--- src/rtl/skid_stage.sv ---
// Two-entry elastic register stage with valid/ready on both sides.
// in_ready, out_valid, out_data and occupancy are all driven from flops only.
module skid_stage #(
  parameter int WIDTH = 32
) (
  input  logic             clk,
  input  logic             reset,
  input  logic             in_valid,
  output logic             in_ready,
  input  logic [WIDTH-1:0] in_data,
  output logic             out_valid,
  input  logic             out_ready,
  output logic [WIDTH-1:0] out_data,
  output logic [1:0]       occupancy
);

  localparam logic [1:0] S_EMPTY = 2'd0;
  localparam logic [1:0] S_ONE   = 2'd1;
  localparam logic [1:0] S_TWO   = 2'd2;

  logic [1:0]       state_q, state_d;
  logic [WIDTH-1:0] main_q, main_d;
  logic [WIDTH-1:0] skid_q, skid_d;
  logic             in_fire, out_fire;

  assign in_fire  = in_valid & in_ready;
  assign out_fire = out_valid & out_ready;

  always_comb begin
    state_d = state_q;
    main_d  = main_q;
    skid_d  = skid_q;
    case (state_q)
      S_EMPTY: begin
        if (in_fire) begin
          main_d  = in_data;
          state_d = S_ONE;
        end
      end
      S_ONE: begin
        if (in_fire && out_fire) begin
          main_d = in_data;
        end else if (in_fire) begin
          skid_d  = in_data;
          state_d = S_TWO;
        end else if (out_fire) begin
          state_d = S_EMPTY;
        end
      end
      S_TWO: begin
        // in_ready is low here, so only the consumer side can move
        if (out_fire) begin
          main_d  = skid_q;
          state_d = S_ONE;
        end
      end
      default: state_d = S_EMPTY;
    endcase
  end

  always_ff @(posedge clk or negedge reset) begin
    if (!reset) begin
      state_q <= S_EMPTY;
      main_q  <= '0;
      skid_q  <= '0;
    end else begin
      state_q <= state_d;
      main_q  <= main_d;
      skid_q  <= skid_d;
    end
  end

  assign out_valid = (state_q != S_EMPTY);
  assign in_ready  = (state_q != S_TWO);
  assign out_data  = main_q;

  always_comb begin
    occupancy = 2'd0;
    if (state_q == S_ONE) occupancy = 2'd1;
    if (state_q == S_TWO) occupancy = 2'd2;
  end

endmodule

--- config.mk ---
export PLATFORM = sky130hd
export DESIGN_NAME = skid_stage
export DESIGN_NICKNAME = d
export VERILOG_FILES = /design/src/rtl/skid_stage.sv
export SDC_FILE = /design/constraint.sdc
export NUM_CORES = 1
export LEC_CHECK = 0
export BUFFER_PORTS_ARGS = -buffer_cell sky130_fd_sc_hd__clkbuf_2
export CAP_MARGIN = 40
export CORE_ASPECT_RATIO = 0.7
export CORE_MARGIN = 2
export CORE_UTILIZATION = 58
export DETAILED_ROUTE_END_ITERATION = 16
export PLACE_DENSITY = 0.85
export SLEW_MARGIN = 20
export SYNTH_ARGS = -nofsm -noshare
export SYNTH_HDL_FRONTEND = slang
export SYNTH_SLANG_ARGS = --single-unit
export TNS_END_PERCENT = 30
--- constraint.sdc ---
create_clock -name clk -period 4 [get_ports clk]
set_input_delay 0.8 -clock clk [delete_from_list [all_inputs] [get_ports clk]]
set_output_delay 0.8 -clock clk [all_outputs]
set_load 0.02 [all_outputs]
[Yosys cells after proc, flatten, opt, wreduce, memory -nomap -nowiden]
Cells that the tools add are included.
Operators by class
  multiplexer cells: 12
  reduce and logical (&&, ||, !) cells: 7
  bitwise operators: 3
  equal/unequal tests: 8
Operator list (number)
  two-way mux 32 bit: 3
  one-hot mux 32 bit (3 select lines): 1
  two-way mux 2 bit: 6
  != test 2 bit (second input constant): 5
  AND reduction 4 bit: 2
  one-hot mux 2 bit (3 select lines): 1
  != test 3 bit (second input constant): 1
  AND reduction 3 bit: 1
  nonzero test 3 bit: 1
  AND 1 bit: 2
  equality test 2 x 1 -> 1 bit (second input constant): 1
  equality test 2 bit (second input constant): 1
  zero test 2 bit: 1
  nonzero test 2 bit: 1
  logical AND 1 bit: 1
  two-way mux 1 bit: 1
  NOT 1 bit: 1
Storage, ports and cells
  output and inout bits: 36
  register bits after elaboration: 66
  word-level logic and storage cells: 33

[Depth between registers and ports, before layout]
Gate-level depths: netlist (run 1).
  word-level depth: 6
  mapped depth: 5
  gate-level depth less buffers: 4

[Worst setup path before layout (run 1)]
Ideal clock, no wire load.
  kind: input to register
  start point: input in_valid
  end point: register main_q[9], in the netlist out_data[9]
  cell stages on the path: 4
  buffers on the path: 1
  data arrival time: 1649 ps
  slack: 2224 ps
  data required time: 3872 ps
  cell sequence: nand2b_1 > o21ai_2 > buf_6 > mux2_1
On the way
  word-level cells in the longest chain between the ends: 4
  elaborated cells on any way between the ends: 5
  those cells by class: eq/ne (2); bitwise (1); reduce/logical (2)
Ends and longest elaborated chain
  start, declared: RTL line 8  | input logic in_valid,
  AND 1 bit *: RTL line 26  | assign in_fire = in_valid & in_ready;
  logical AND 1 bit: RTL line 41  | if (in_fire && out_fire) begin
  != test 2 bit (no line)
  AND reduction 4 bit (no line) *
  end signal, assigned: RTL line 68  | main_q <= main_d;
  end, declared: RTL line 22  | logic [WIDTH-1:0] main_q, main_d;
Every way passes the cells marked *; elsewhere a longest branch is shown, timed or not.
A chain may end at the register's enable or synchronous reset.

[Final worst setup path (run 1)]
  start point: register state_q[0]
  end point: output occupancy[1]
On the way
  word-level cells in the longest chain between the ends: 2
Ends and longest elaborated chain
  start, declared: RTL line 21  | logic [1:0] state_q, state_d;
  start signal, assigned: RTL line 67  | state_q <= state_d;
  equality test 2 bit: RTL line 80  | if (state_q == S_TWO) occupancy = 2'd2;
  two-way mux 2 bit: RTL line 80
  end, declared: RTL line 14  | output logic [1:0] occupancy
Every way passes these cells.

==> flow_metrics.tcl, run 1 <==
set metrics [dict create \
    yosysSeqAreaShare_pct 52.1 \
    grt_pass1_wl_mm 8.80 \
    p_leak_nw 1.82 \
    instances_no_fill 339 \
    fin_crit_ns 2.37 \
    synth_nets 221 \
    register_area_sq_um 1650 \
    drtPass1Iterations 4 \
    critPathArrivalTime_ns 1.57 \
    grt_overflow_total 0 \
    dr_wl_met2_mm 2.65 \
    hold_viol_final 0 \
    fin_util_pct 71.8 \
    fill_cells 348 \
    cts-root-buf "clkbuf_8" \
    place.port_buffers 71 \
    drv_slew 0 \
    yosysWarningCount 0 \
    dr_wl_met3_um 284 \
    syn_to_final_growth_pct 18.9 \
    pre_cts_slack_ns 1.51 \
    dieArea_sq_um 6090 \
    antenna_found_initial 0 \
    num_vias 1762 \
    die_y_um 65.9 \
    relSlewSlack_pct 63.2 \
    ys_ff_latch 66 \
    path_clk_slew_ns 0.07 \
    tightest_slew_ns 0.550 \
    topRoutingLayerUsed "met4" \
    rsz0062_at_grt "no" \
    crit_type "reg -> out" \
    met1Wirelength_mm 2.51 \
    placed_cells 322 \
    cts.repair.resized 0 \
    start_util_pct 60.4 \
    gp_congestion 0.730 \
    synth.distinct_cells 19 \
    numCtsBuffers 9 \
    multi_input_area_sq_um 1410 \
    htree_levels 3 \
    syn_inst 185 \
    required_ns 3.20 \
    setup_violations 0 \
    core_sq_um 5260 \
    maxCapViolations 0 \
    grt.total_usage_pct 19.8 \
    rows 22 \
    routed_wl_mm 5.50 \
    fin_worst_skew_ns 0.00733 \
    cts_tree "yes" \
    vias_per_cell 5.20 \
    tns_ns 0 \
    pwr_density_cell_nw_per_um2 637 \
    routedWlPerCell_um 16.2 \
    min_path_type "in -> async" \
    ioPinCount 72 \
    drt-initial-drc-count 41 \
    grt_pass1_vias 1804 \
    drc 0 \
    avgSynthCellArea_sq_um 17.2 \
    drtAntennaViolNets 0 \
    outcome "completed" \
    clock_sinks 66 \
    cts_setup_buffers 0 \
    ir_worst_vdd_mv 0.401 \
    fmax_mhz 422 \
    cp-start-kind "register" \
    synth_area_sq_um 3170 \
    post-route-period-util_pct 59.2 \
    grt_max_degree 36 \
    num_antenna_cells 0 \
    clockBufferDepth 2 \
    final_nets 298 \
    hold_buffers 0 \
    worst_slack_ns 1.63 \
    crit_path_max_fanout 32 \
    dp_hpwl_mm 3.79 \
    clk_latency_ns 0.34 \
    endpoint_kind "output port" \
    die_w_um 92.4 \
    drive_gt1_share_pct 68.5 \
]
==> worst max-delay path, cell delays in order (launching register included) <==
cell and delay (ns):
dfrtp_1 0.43, nand2b_4 0.20, inv_6 0.34, clkbuf_2 0.25
==> metal layers <==
metal,GRT usage (%),vias to the layer above
met4,7.65,0
met1,25.1,889
met2,30.7,52
met5,0,-
met3,8.44,6
li1,-,815
==> stage by stage <==
| stage | power [mW] | hold WS, ns | area, sq um |
|---|---|---|---|
| 3_5_place_dp | 1.85 | 0.478 | 3550 |
| 3_3_place_gp | 1.81 | 0.463 | 3530 |
| 2_1_floorplan | 1.62 | 0.452 | 3170 |
| 5_1_grt | 2.53 | 0.224 | 3770 |
| 6_report | 2.40 | 0.253 | 3770 |
| 4_1_cts | 2.43 | 0.495 | 3750 |
==> cells in the mapped netlist, drive strengths merged <==
| cell | count | area, sq um |
|---|---|---|
| mux2 | 96 | 1300 |
| dfrtp | 66 | 1650 |
| buf | 9 | 116 |
| nand2b | 2 | 20.0 |
| nand3b | 2 | 15.0 |
| nor2b | 2 | 12.5 |
| a21boi | 1 | 7.51 |
| a21oi | 1 | 5.00 |
| inv | 1 | 8.76 |
| mux2i | 1 | 10.0 |
| nor2 | 1 | 6.26 |
| o21ai | 1 | 8.76 |
| o22ai | 1 | 6.26 |
| or2 | 1 | 6.26 |
==> final timing paths <==
check / start / endpoint / slack [ns] / cells past startpoint
hold / removal: reset / skid_q[5] / 0.25 / 1
min in group clk: skid_q[1] / skid_q[1] / 0.49 / 1
setup / recovery: state_q[0] / occupancy[1] / 1.63 / 3
setup reg to reg: state_q[1] / out_data[0] / 1.84 / 4
hold reg to reg: skid_q[1] / skid_q[1] / 0.49 / 1
max in group asynchronous: reset / skid_q[31] / 2.92 / 3
==> cells in the final DEF, fill, tap and decap left out, drive strengths merged <==
cell type	n
or2	1
clkbuf	81
clkinvlp	1
inv	1
buf	5
dfrtp	66
nor2b	2
bufinv	1
nand3b	2
clkinv	3
nor2	1
o21ai	1
mux2	96
o22ai	1
mux2i	1
a21oi	1
nand2b	2
a21boi	1
==> power by group <==
group | internal [mW] | switching (mW)
sequential | 0.917 | 0.147
clock | 0.318 | 0.245
combinational | 0.422 | 0.354
total | 1.66 | 0.745
==> cells by family (layout without fill, tap and decap cells) <==
family	Yosys count	after routing	synth area share, %
buffers and inverters	10	92	3.94
multiplexers	97	97	41.2
flip-flops	66	66	52.1
AND/OR/NAND/NOR	8	8	1.89
AO/OA/AOI/OAI	4	4	0.868
==> final cells by class <==
class	count	area share, %
flip-flops and latches	66	43.8
multi-input cells	109	37.3
repair buffers	75	10.9
clock buffers	11	4.01
well taps	72	2.39
clock inverters	5	1.39
inverters	1	0.232
==> registers in the layout, indices dropped and copies added, names as in the netlist <==
name and cells:
skid_q 32, state_q 2, out_data 32
(Power assumes the default switching activity.)
==> run 2: changes to the inputs <==
- CORE_UTILIZATION: 58 -> 54
- PLACE_DENSITY: 0.85 -> 0.8
- clock period: 4 -> 2.3 ns (I/O delays scaled with it)
==> run 2 against run 1 <==
  * Via count is 2.4% lower
  * Setup slack worse by 1.3 ns
  * Global-route usage is 2.1 points lower
  * Clock-buffer cell count is 1 higher
  * Worst hold slack better by 0.10 ns
  * Clock skew is 0.0016 ns higher
  * Clock power is 100% higher
  * Non-clock buffer count is 1 higher
  * Cell count is 1.2% higher
  * Sequential share of layout area is 0.49 points lower
  * Largest cell class unchanged
  * Largest power group unchanged
==> flow_metrics.tcl, run 2 (synthesis results as in run 1) <==
set metrics [dict create \
    grt_util_met1_pct 23.0 \
    reg2regPathDepth 4 \
    grt_max_degree 59 \
    hold_viol_final 0 \
    core_sq_um 5700 \
    r2r_slack_ns 0.56 \
    fin_worst_skew_ns 0.00892 \
    path_cells "nand2b_4, inv_6, clkbuf_2" \
    cts-root-buf "clkbuf_8" \
    clk_latency_ns 0.34 \
    grt_overflow_total 0 \
    dp_hpwl_mm 3.82 \
    drt-initial-drc-count 34 \
    cpPeakStageDelay_ns 0.44 \
    antenna_found_initial 0 \
    tightest_slew_ns 0.411 \
    clockBufferDepth 2 \
    place.port_buffers 71 \
    drc 0 \
    path_clk_slew_ns 0.07 \
    gp_congestion 0.686 \
    power_mw 4.32 \
    numCtsBuffers 9 \
    grt.total_usage_pct 17.8 \
    regToRegStartpoint "state_q[1]" \
    hold_buffers 1 \
    fill_cells 412 \
    num_vias 1719 \
    fin_crit_ns 2.02 \
    slowest_stage "dfrtp_1" \
    routedWlPerCell_um 16.2 \
    cts.repair.resized 0 \
    drtPass1Iterations 2 \
    die_y_um 68.1 \
    place_area_sq_um 3570 \
    cts_tree "yes" \
    postLayoutCellArea_sq_um 3820 \
    maxCapViolations 0 \
    min_path_type "in -> reg" \
    crit_path_max_fanout 32 \
    syn_to_final_growth_pct 20.3 \
    register_area_sq_um 1650 \
    die_w_um 95.6 \
    post-route-period-util_pct 87.8 \
    rsz0062_at_grt "no" \
    drtAntennaViolNets 0 \
    rows 23 \
    min_to "state_q[1]" \
    instances_no_fill 343 \
    clock_sinks 66 \
    final_common_cell "clkbuf_2" \
    endpoint_kind "output port" \
    p_leak_nw 1.84 \
    fmax_mhz 495 \
    met3_usage_pct 6.39 \
    multi_input_area_sq_um 1400 \
    critPathArrivalTime_ns 1.56 \
    num_antenna_cells 0 \
    relSlewSlack_pct 72.6 \
    worst_slack_ns 0.280 \
    required_ns 1.84 \
    pwr_density_cell_nw_per_um2 1130 \
    drive_gt1_share_pct 68.3 \
    setup_violations 0 \
    min_path_cells 2 \
    use_met2_pct 27.1 \
    drv_slew 0 \
    layout_common_cells "clkbuf_2 (71), dfrtp_1 (66), mux2_4 (58)" \
    htree_levels 3 \
    dieArea_sq_um 6520 \
    cts_setup_buffers 0 \
    routed_wl_mm 5.54 \
    crit_buf_inv 2 \
    ioPinCount 72 \
    pre_cts_slack_ns 0.575 \
    r2r_end "out_data[0]" \
    grt_pass1_wl_mm 8.38 \
    tns_ns 0 \
    ir_worst_vdd_mv 0.642 \
    cp-start-kind "register" \
    outcome "completed" \
    crit_type "reg -> out" \
    vias_per_cell 5.01 \
    start_util_pct 55.7 \
    placed_cells 326 \
    final_nets 299 \
    hold_start "out_ready" \
    cpLargestDelayFamily "buffers and inverters" \
    busiest_layer "met2" \
    grt_pass1_vias 1752 \
]
-- run 2: changes by cell type in the layout (fill, tap and decap cells not counted), sizes merged --
cell         delta
dlygate4sd3     +1
clkinv          -2
buf             -1
bufinv          +1
clkbuf          +2
-- run 2: cell type report --
class / instances / share of cell area, %
multi-input combinational: 109 / 36.8
tap: 75 / 2.46
inverter: 1 / 0.230
clock buffer: 12 / 4.33
sequential: 66 / 43.3
timing repair buffer: 76 / 11.0
clock inverter: 4 / 1.90
-- run 2: stage by stage --
step	hold WS [ns]	utilization, %
after floorplan	0.164	-
after global placement	0.338	62.6
after detailed placement	0.339	62.6
after CTS	0.343	67.0
after global routing	0.359	67.0
final	0.356	67.0
-- run 2: worst max path at each step --
| stage | startpoint | to | cells after the start | slack, ns |
|---|---|---|---|---|
| final | state_q[0] | occupancy[1] | 3 | 0.28 |
| after CTS | state_q[0] | occupancy[1] | 3 | 0.25 |
| after detailed placement | state_q[0] | out_data[1] | 4 | 0.57 |
| after floorplan | state_q[1] | out_data[9] | 4 | 0.77 |
| after global routing | state_q[0] | occupancy[1] | 3 | 0.19 |
| after global placement | in_valid | out_data[0] | 5 | 0.63 |
-- run 2: report_power, final --
group / leakage (nW) / switching, mW / internal, mW
Combinational: 0.945 / 0.617 / 0.737
Sequential: 0.779 / 0.245 / 1.59
Clock: 0.119 / 0.431 / 0.697
Total: 1.84 / 1.29 / 3.03
-- run 2: worst register-to-register path, delay by kind of cell (launching register included) --
| kind | cells | cell delay, ns |
|---|---|---|
| buf+inv | 1 | 0.36 |
| mux | 1 | 0.38 |
| simple gates | 1 | 0.24 |
| compound gates | 1 | 0.17 |
| flops | 1 | 0.48 |
-- run 2: metal layers --
layer	vias up	wire, um
li1	816	-
met4	0	74
met5	-	0
met2	41	2570
met1	854	2580
met3	8	316
==> run 3: changes to the inputs <==
==> constraint.sdc (replaced) <==
create_clock -name clk -period 2.1 [get_ports clk]
set_input_delay 0.315 -clock clk [delete_from_list [all_inputs] [get_ports clk]]
set_output_delay 0.315 -clock clk [all_outputs]
set_load 0.02 [all_outputs]
==> run 3 against run 2 <==
  * Clock skew rose by 0.0017 ns
  * Utilization barely moved
  * First-iteration DRC count rose by 130%
  * Critical path depth did not move
  * Clock-buffer cell count did not move
  * Global-route usage rose by 0.75 points
  * Clock power rose by 7%
  * Total power rose by 8.9%
  * Wire length fell by 1.5%
  * Flip-flop and latch count did not move
  * Die area did not move
==> flow_metrics.tcl, run 3 (synthesis results as in run 1) <==
set metrics [dict create \
    outcome "completed" \
    endpoint_kind "output port" \
    place_area_sq_um 3580 \
    ioPinCount 72 \
    dr_wl_met2_mm 2.51 \
    final_nets 300 \
    post-route-period-util_pct 88.4 \
    cts_setup_buffers 0 \
    min_path_type "in -> reg" \
    clock_sinks 66 \
    cts_tree "yes" \
    numCtsBuffers 9 \
    drtAntennaViolNets 0 \
    vias_per_cell 5.08 \
    cp-start-kind "register" \
    min_to "skid_q[14]" \
    htree_levels 3 \
    rows 23 \
    topRoutingLayerUsed "met4" \
    r2r_end "out_data[1]" \
    die_w_um 95.6 \
    die_y_um 68.1 \
    final_common_cell "clkbuf_2" \
    syn_to_final_growth_pct 20.2 \
    cts.repair.resized 0 \
    postLayoutCellArea_sq_um 3810 \
    drc 0 \
    hold_buffers 1 \
    p_leak_nw 1.85 \
    reg2regPathDepth 4 \
    register_area_sq_um 1650 \
    drive_gt1_share_pct 68.0 \
    tightest_slew_ns 0.411 \
    gp_congestion 0.852 \
    drtPass1Iterations 4 \
    maxCapViolations 0 \
    start_util_pct 55.7 \
    tns_ns 0 \
    layout_common_cells "clkbuf_2 (71), dfrtp_1 (66), mux2_4 (58)" \
    ir_worst_vdd_mv 0.536 \
    grt_overflow_total 0 \
    crit_path_max_fanout 32 \
    place.port_buffers 71 \
    clk_latency_ns 0.34 \
    relSlewSlack_pct 72.6 \
    instances_no_fill 344 \
    cts-root-buf "clkbuf_8" \
    clockBufferDepth 2 \
    crit_type "reg -> out" \
    routedWlPerCell_um 15.9 \
    dieArea_sq_um 6520 \
    drt-initial-drc-count 78 \
    fin_crit_ns 1.86 \
    critPathArrivalTime_ns 1.54 \
    multi_input_area_sq_um 1400 \
    num_antenna_cells 0 \
    pwr_density_cell_nw_per_um2 1230 \
    fill_cells 414 \
    grt_pass1_wl_mm 8.76 \
    rsz0062_at_grt "no" \
    setup_violations 0 \
    grt_pass1_vias 1800 \
    min_path_cells 2 \
    met1Wirelength_mm 2.55 \
    required_ns 1.78 \
    drv_slew 0 \
    dp_hpwl_mm 3.70 \
    grt_max_degree 59 \
    core_sq_um 5700 \
    grt.total_usage_pct 18.5 \
    hold_start "in_data[14]" \
    path_clk_slew_ns 0.07 \
    fmax_mhz 539 \
    placed_cells 327 \
    antenna_found_initial 0 \
    num_vias 1746 \
    routed_wl_mm 5.46 \
    regToRegStartpoint "state_q[0]" \
    r2r_slack_ns 0.41 \
    dr_wl_met3_um 286 \
    fin_worst_skew_ns 0.0106 \
    hold_viol_final 0 \
]
-- run 3: cell count changes in the layout (fill, tap and decap cells not counted) --
cell,delta
clkbuf_8,-1
clkinv_4,+1
buf_4,+1
clkinvlp_4,-1
clkbuf_1,+1
-- run 3: final cells by class --
class / instances / share of cell area (%)
Clock buffer: 12 / 4.07
Clock inverter: 4 / 1.94
Inverter: 1 / 0.230
Multi-Input combinational cell: 109 / 36.8
Sequential cell: 66 / 43.3
Tap cell: 75 / 2.46
Timing Repair Buffer: 77 / 11.2
-- run 3: worst max-delay path by stage --
stage	start	to	slack, ns	cells after the start
CTS	state_q[0]	occupancy[1]	0.23	3
finish	state_q[0]	occupancy[1]	0.24	3
floorplan	state_q[1]	out_data[9]	0.57	4
global placement	state_q[0]	out_data[1]	0.43	4
global route	state_q[0]	occupancy[1]	0.16	3
detailed placement	state_q[0]	out_data[1]	0.41	4
-- run 3: where the power goes --
part	total [mW]	switching, mW	internal [mW]
registers	2.01	0.266	1.75
clock network	1.21	0.477	0.734
logic	1.48	0.672	0.813
total	4.71	1.41	3.29
-- run 3: per-layer routing --
layer  up-vias  track usage, %
li1        821               -
met1       877            24.8
met2        39            27.0
met3         9            6.06
met4         0            9.64
met5         -               0
-- run 3: critical path, stage by stage (launching register included) --
cell	delay, ns
dfrtp_1	0.42
nand2b_4	0.19
inv_6	0.33
clkbuf_2	0.25
-- run 3: per-stage QoR --
step	hold WS (ns)	power (mW)	utilization [%]	setup WS (ns)
6_report	0.209	4.71	67.0	0.244
5_1_grt	0.210	4.97	67.0	0.159
4_1_cts	0.195	4.77	67.0	0.226
3_5_place_dp	0.195	3.53	62.8	0.406
3_3_place_gp	0.193	3.47	62.8	0.427
2_1_floorplan	0.0194	3.10	-	0.569
